## config.mk

```make
export PLATFORM = sky130hd
export DESIGN_NAME = enc_seq_ctrl
export DESIGN_NICKNAME = d
export VERILOG_FILES = /design/src/rtl/enc_seq_ctrl.sv
export SDC_FILE = /design/constraint.sdc
export NUM_CORES = 1
export LEC_CHECK = 0
export ABC_AREA = 1
export CORE_ASPECT_RATIO = 1.1
export CORE_MARGIN = 3
export CORE_UTILIZATION = 30
export DETAILED_ROUTE_END_ITERATION = 6
export PLACE_DENSITY = 0.58
export SETUP_SLACK_MARGIN = 0.1
export SKIP_LAST_GASP = 1
export SLEW_MARGIN = 20
export SYNTH_ARGS = -nofsm -noshare
export SYNTH_HDL_FRONTEND = slang
export SYNTH_SLANG_ARGS = --single-unit
```

## constraint.sdc

```tcl
create_clock -name clk -period 1.75 [get_ports clk]
set_input_delay 0.35 -clock clk [delete_from_list [all_inputs] [get_ports clk]]
set_output_delay 0.35 -clock clk [all_outputs]
set_load 0.02 [all_outputs]
```

## src/rtl/enc_seq_ctrl.sv

```systemverilog
// enc_seq_ctrl: sequences the matrix encoder datapath through read -> load -> write
// for each element of a run of `len` elements. Tolerates multi-cycle source-memory
// read latency (RD_LAT) and back-pressure on the destination write (wr_ready).
module enc_seq_ctrl #(
    parameter int ADDR_W = 8,
    parameter int RD_LAT = 1
) (
    input  logic              clk,
    input  logic              rst,
    input  logic              start,
    input  logic [ADDR_W-1:0] len,
    input  logic              abort,
    input  logic              wr_ready,
    output logic              rd_en,
    output logic [ADDR_W-1:0] rd_addr,
    output logic              inreg_en,
    output logic              wr_en,
    output logic [ADDR_W-1:0] wr_addr,
    output logic              busy,
    output logic              done
);

    typedef enum logic [2:0] {
        S_IDLE,
        S_READ,
        S_WAIT,
        S_LOAD,
        S_WRITE,
        S_DONE
    } state_t;

    // WAIT lasts RD_LAT-1 cycles: the counter starts at RD_LAT-2 and exits at zero.
    localparam logic [1:0]        LAT_INIT = (RD_LAT > 1) ? 2'(RD_LAT - 2) : 2'd0;
    localparam logic [ADDR_W-1:0] ONE      = ADDR_W'(1);

    state_t            state_q, state_d;
    logic [ADDR_W-1:0] idx_q, idx_d;
    logic [ADDR_W-1:0] len_q, len_d;
    logic [1:0]        lat_q, lat_d;

    // State, element index, captured length and latency counter registers.
    always_ff @(posedge clk or posedge rst) begin
        if (rst) begin
            state_q <= S_IDLE;
            idx_q   <= '0;
            len_q   <= '0;
            lat_q   <= 2'd0;
        end else begin
            state_q <= state_d;
            idx_q   <= idx_d;
            len_q   <= len_d;
            lat_q   <= lat_d;
        end
    end

    // Next-state logic; abort overrides every transition of an active run.
    always_comb begin
        state_d = state_q;
        idx_d   = idx_q;
        len_d   = len_q;
        lat_d   = lat_q;
        case (state_q)
            S_IDLE: begin
                if (start) begin
                    if (len != '0) begin
                        len_d   = len;
                        idx_d   = '0;
                        state_d = S_READ;
                    end else begin
                        state_d = S_DONE;
                    end
                end
            end
            S_READ: begin
                if (RD_LAT == 1) begin
                    state_d = S_LOAD;
                end else begin
                    lat_d   = LAT_INIT;
                    state_d = S_WAIT;
                end
            end
            S_WAIT: begin
                if (lat_q == 2'd0) begin
                    state_d = S_LOAD;
                end else begin
                    lat_d = lat_q - 2'd1;
                end
            end
            S_LOAD: begin
                state_d = S_WRITE;
            end
            S_WRITE: begin
                if (wr_ready) begin
                    if (idx_q == len_q - ONE) begin
                        state_d = S_DONE;
                    end else begin
                        idx_d   = idx_q + ONE;
                        state_d = S_READ;
                    end
                end
            end
            S_DONE: begin
                state_d = S_IDLE;
            end
            default: begin
                state_d = S_IDLE;
            end
        endcase
        if (abort && (state_q != S_IDLE) && (state_q != S_DONE)) begin
            state_d = S_IDLE;
            idx_d   = idx_q;
            lat_d   = lat_q;
        end
    end

    assign rd_en    = (state_q == S_READ);
    assign inreg_en = (state_q == S_LOAD);
    assign wr_en    = (state_q == S_WRITE);
    assign done     = (state_q == S_DONE);
    assign busy     = (state_q != S_IDLE);
    assign rd_addr  = idx_q;
    assign wr_addr  = idx_q;

endmodule

```

* Yosys cells after proc, flatten, opt, wreduce, memory -nomap -nowiden *
Index checks and enable logic that the tools add are counted.

operators by class
  bitwise operators = 2
  add/sub/neg operators = 3
  reduce and logical (&&, ||, !) cells = 11
  equality and inequality tests = 14
  multiplexer cells = 12

operators by type and width
  operator                                               number
  two-way mux 8 bit                                      4
  two-way mux 3 bit                                      6
  one-hot mux 8 bit (2 select lines)                     1
  one-hot mux 3 bit (5 select lines)                     1
  inequality test 3 bit, second input constant           3
  AND reduction 3 bit                                    3
  adder 8 x 1 -> 8 bit, second input constant            1
  equality test 8 bit                                    1
  inequality test 2 bit, second input constant           4
  nonzero test 8 bit                                     1
  subtractor 8 x 1 -> 8 bit, second input constant       1
  equality test 3 x 2 -> 1 bit, second input constant    2
  equality test 3 bit, second input constant             2
  AND reduction 6 bit                                    1
  equality test 3 x 1 -> 1 bit, second input constant    1
  zero test 3 bit                                        1
  inequality test 3 x 2 -> 1 bit, second input constant  1
  nonzero test 3 bit                                     1
  logical AND 1 bit                                      2
  zero test 2 bit                                        1
  NOT 1 bit                                              2
  nonzero test 2 bit                                     1
  subtractor 2 x 1 -> 2 bit, second input constant       1

word-level totals
  output and inout bits = 21
  bits of input ports = 13
  register bits = 21
  word-level logic and storage cells = 46

* Logic depth before layout (Yosys ltp) *
  word-level depth = 6
  depth in mapped cells = 13
  gate-level depth less buffers = 13

* Least setup slack after synthesis *
OpenSTA, ideal clock, no wires.

  path type = register to register
  start point = register len_q[0]
  end point = register idx_q[0] (netlist: rd_addr[0])
  period minus slack after synthesis = 1,721 ps
  path slack = 29 ps
  buffers on the path = 0
  data required time = 1,632 ps
  library setup time = 118 ps
  data arrival time = 1,604 ps
  stages on the path, launching flop included = 13
  cell sequence = dfrtp_1 inv_1 ha_1 inv_1 nand2_1 nand2_1 nand2_1 nor2_1 nand3_1 o21bai_4 nand2_4 nand2_1 nand2_1

between the ends
  longest elaborated chain between the ends = 4

ends and longest elaborated chain
  item                             line  RTL
  start, declared                  38    logic [ADDR_W-1:0] len_q, len_d;
  start signal, assigned           51    len_q <= len_d;
  subtractor 8 x 1 -> 8 bit        94    if (idx_q == len_q - ONE) begin
  equality test 8 bit              94
  inequality test 2 bit (no line)  --
  AND reduction 6 bit (no line)    --
  end signal, assigned             50    idx_q <= idx_d;
  end, declared                    37    logic [ADDR_W-1:0] idx_q, idx_d;

No other way between the ends.
A chain may end at the register's enable or synchronous reset.

* Worst setup path in the final report *
  start point = register len_q[1]
  end point = register idx_q[5] (netlist: rd_addr[5])

The elaborated chain is that of the path after synthesis.

==> qor.csv <==
metric,value,unit
status,"finished, final reports clean",
gr-total-overflow,0,
gp_congestion,0.7859,
yosysSeqAreaShare,32.84,%
dieHeight,82.60,um
grt_start_max_net_pins,22,
tightest_slew,526.1,ps
area_growth,42.38,%
yosys_warnings,0,
p_total,3185,uW
tritoncts,done,
clk_path_buf_depth,2,
avgSynthCellArea,6.868,um2
yosysMostFrequentCell,nand2_1,
grt_pass1_vias,1468,
wl_per_cell,11.01,um
setup_viol,0,
end_kind,flop,
synth-async-reset-ratio,100.0,%
yosysTopAreaCellShare,32.84,%
viasPerCell,4.513,
synth_ff_type,dfrtp_1,
seqCellArea,536.8,um2
synth_common_cells,"nand2_1 (66), inv_1 (33), nor2_1 (29), nand3_1 (22), dfrtp_1 (21)",
tns,0,ps
worstSetupPathType,flop to flop,
hold_viol_final,0,
fin_skew,5.683,ps
synth-seq-cells,21,
final_antenna_net_count,0,
drv_cap,0,
leakage,0.001207,uW
period_minus_slack,1675,ps
cts_buffers,3,
drc,0,
netlist-cell-type-count,29,
fmax,597.1,MHz
synth-edff-count,0,
antenna_found_initial,0,
synthCells,233,
first_pass_iters,4,
cts.sinks,21,
fin_nets,306,
worstPathRequired,1950,ps
whs,407.3,ps
dpl.hpwl,2869,um
hold_class,input port to asynchronous set/reset pin,
rsz0062_at_grt,true,
drt-total-wl,3822,um
synth_largest_area_cell,dfrtp_1,
cts_root_buf,clkbuf_8,
period_share,95.71,%
core_area,0.005067,mm2
dieArea,0.006247,mm2
multiInputGateArea,953.4,um2
drt_first_iter_violations,50,
slew_viol_final,0,
critPathLaunchType,flop,
rows,27,
relSlewSlack,64.66,%
cp_max_fo,4,
crit_arrival,1880,ps
fp.dieW,75.64,um
start_util,31.58,%
htree_levels,1,
grt_usage,13.19,%
syn_area,0.001600,mm2
power.density,1398,mW/mm2
synth_fp_nets,249,
grt_pass1_wl,6465,um
fill_cells,535,
ios,34,
clk_pin_slew_worst_paths,80,ps
synth_top_cells_by_area,"dfrtp_1 (33%), nand2_1 (15%), inv_1 (7.7%)",
vias,1566,
worstSkewPairLatency,260,ps
port_buffers,33,
drive_above_1_share,31.14,%
antenna_cells,0,
ir_worst_vdd,0.0009477,V
==> worst max-delay path, cell delays in order, from the launching register on <==
cell and delay (ps):
dfrtp_1 390, inv_2 80, ha_4 210, inv_2 40
nand2_1 40, nand2_1 60, nand2_1 60, nor2_1 110
nand3_2 120, buf_4 170, o21bai_4 170, nand3_1 100
nand2_1 80
==> registers in the layout, indices dropped and copies added (netlist names) <==
signal,flops
lat_q,2
rd_addr,8
state_q,3
len_q,8
==> power breakdown <==
| part | internal [uW] | switching, uW | total (uW) |
|---|---|---|---|
| Clock | 162 | 163 | 325 |
| Sequential | 648 | 183 | 832 |
| Combinational | 891 | 1140 | 2030 |
| Total | 1700 | 1480 | 3180 |
==> cell families after synthesis <==
group / after synthesis / synth area share [%]
buffers and inverters: 49 / 14.54
and+or+nand+nor: 133 / 37.92
adders and majority gates: 3 / 2.346
AOI/OAI and AO/OA: 17 / 6.881
xor gates and xnor gates: 10 / 5.473
DFF: 21 / 32.84
==> stage by stage <==
stage	instance area, um2	util (%)	cells	setup WS (ps)
floorplan	1613	-	233	125.2
global placement	2110	41.63	335	-143.3
detailed placement	2110	41.63	335	-191.1
CTS	2196	43.33	343	48.38
global route	2278	44.96	347	-31.90
finish	2278	44.96	347	75.12
==> cells in the final DEF (no fill, tap or decap), types with 9 or more instances in the layout <==
cell,Yosys,layout
nand2_2,2,9
dfrtp_1,21,12
buf_4,8,28
dlygate4sd2_1,0,16
nand3_1,22,19
inv_1,33,29
nand2_1,66,57
nor2_1,29,23
clkdlybuf4s50_1,0,12
dfrtp_2,0,9
==> area by class of cell <==
type / count / share of cell area [%]
well taps: 58 / 3.185
clock buffers: 4 / 1.977
multi-input cells: 164 / 41.85
repair buffers: 63 / 23.12
inverters: 37 / 6.315
flip-flops and latches: 21 / 23.56
==> repair_timing <==
item | 4_1_cts | 5_1_grt
hold endpoints to repair | 0 | 0
cloned | 1 | 0
pin swaps | 8 | 14
endpoints found under the setup margin | 29 | 18
hold buffers | 0 | 0
setup buffers | 3 | 4
gates resized for setup | 35 | 37
==> path summary, 6_finish.rpt <==
check / slack, ps / end / cells after the start / from
max in group asynchronous: 1090 / len_q[3] / 3 / rst
worst min register to register: 500 / lat_q[1] / 2 / lat_q[1]
worst max register to register: 80 / rd_addr[5] / 12 / len_q[1]
min in group clk: 500 / lat_q[1] / 2 / lat_q[1]
worst min-delay path: 410 / lat_q[1] / 3 / rst
worst max-delay path: 80 / rd_addr[5] / 12 / len_q[1]
==> layer usage <==
layer  vias to the layer above  part of all wire, %  global-route usage [%]
li1                        828                    -                       -
met1                       702                   46                   17.00
met2                        30                   50                   23.06
met3                         6                  2.9                   1.816
met4                         0                 0.99                   3.147
met5                         -                    0                       0
(Power assumes the default switching activity.)
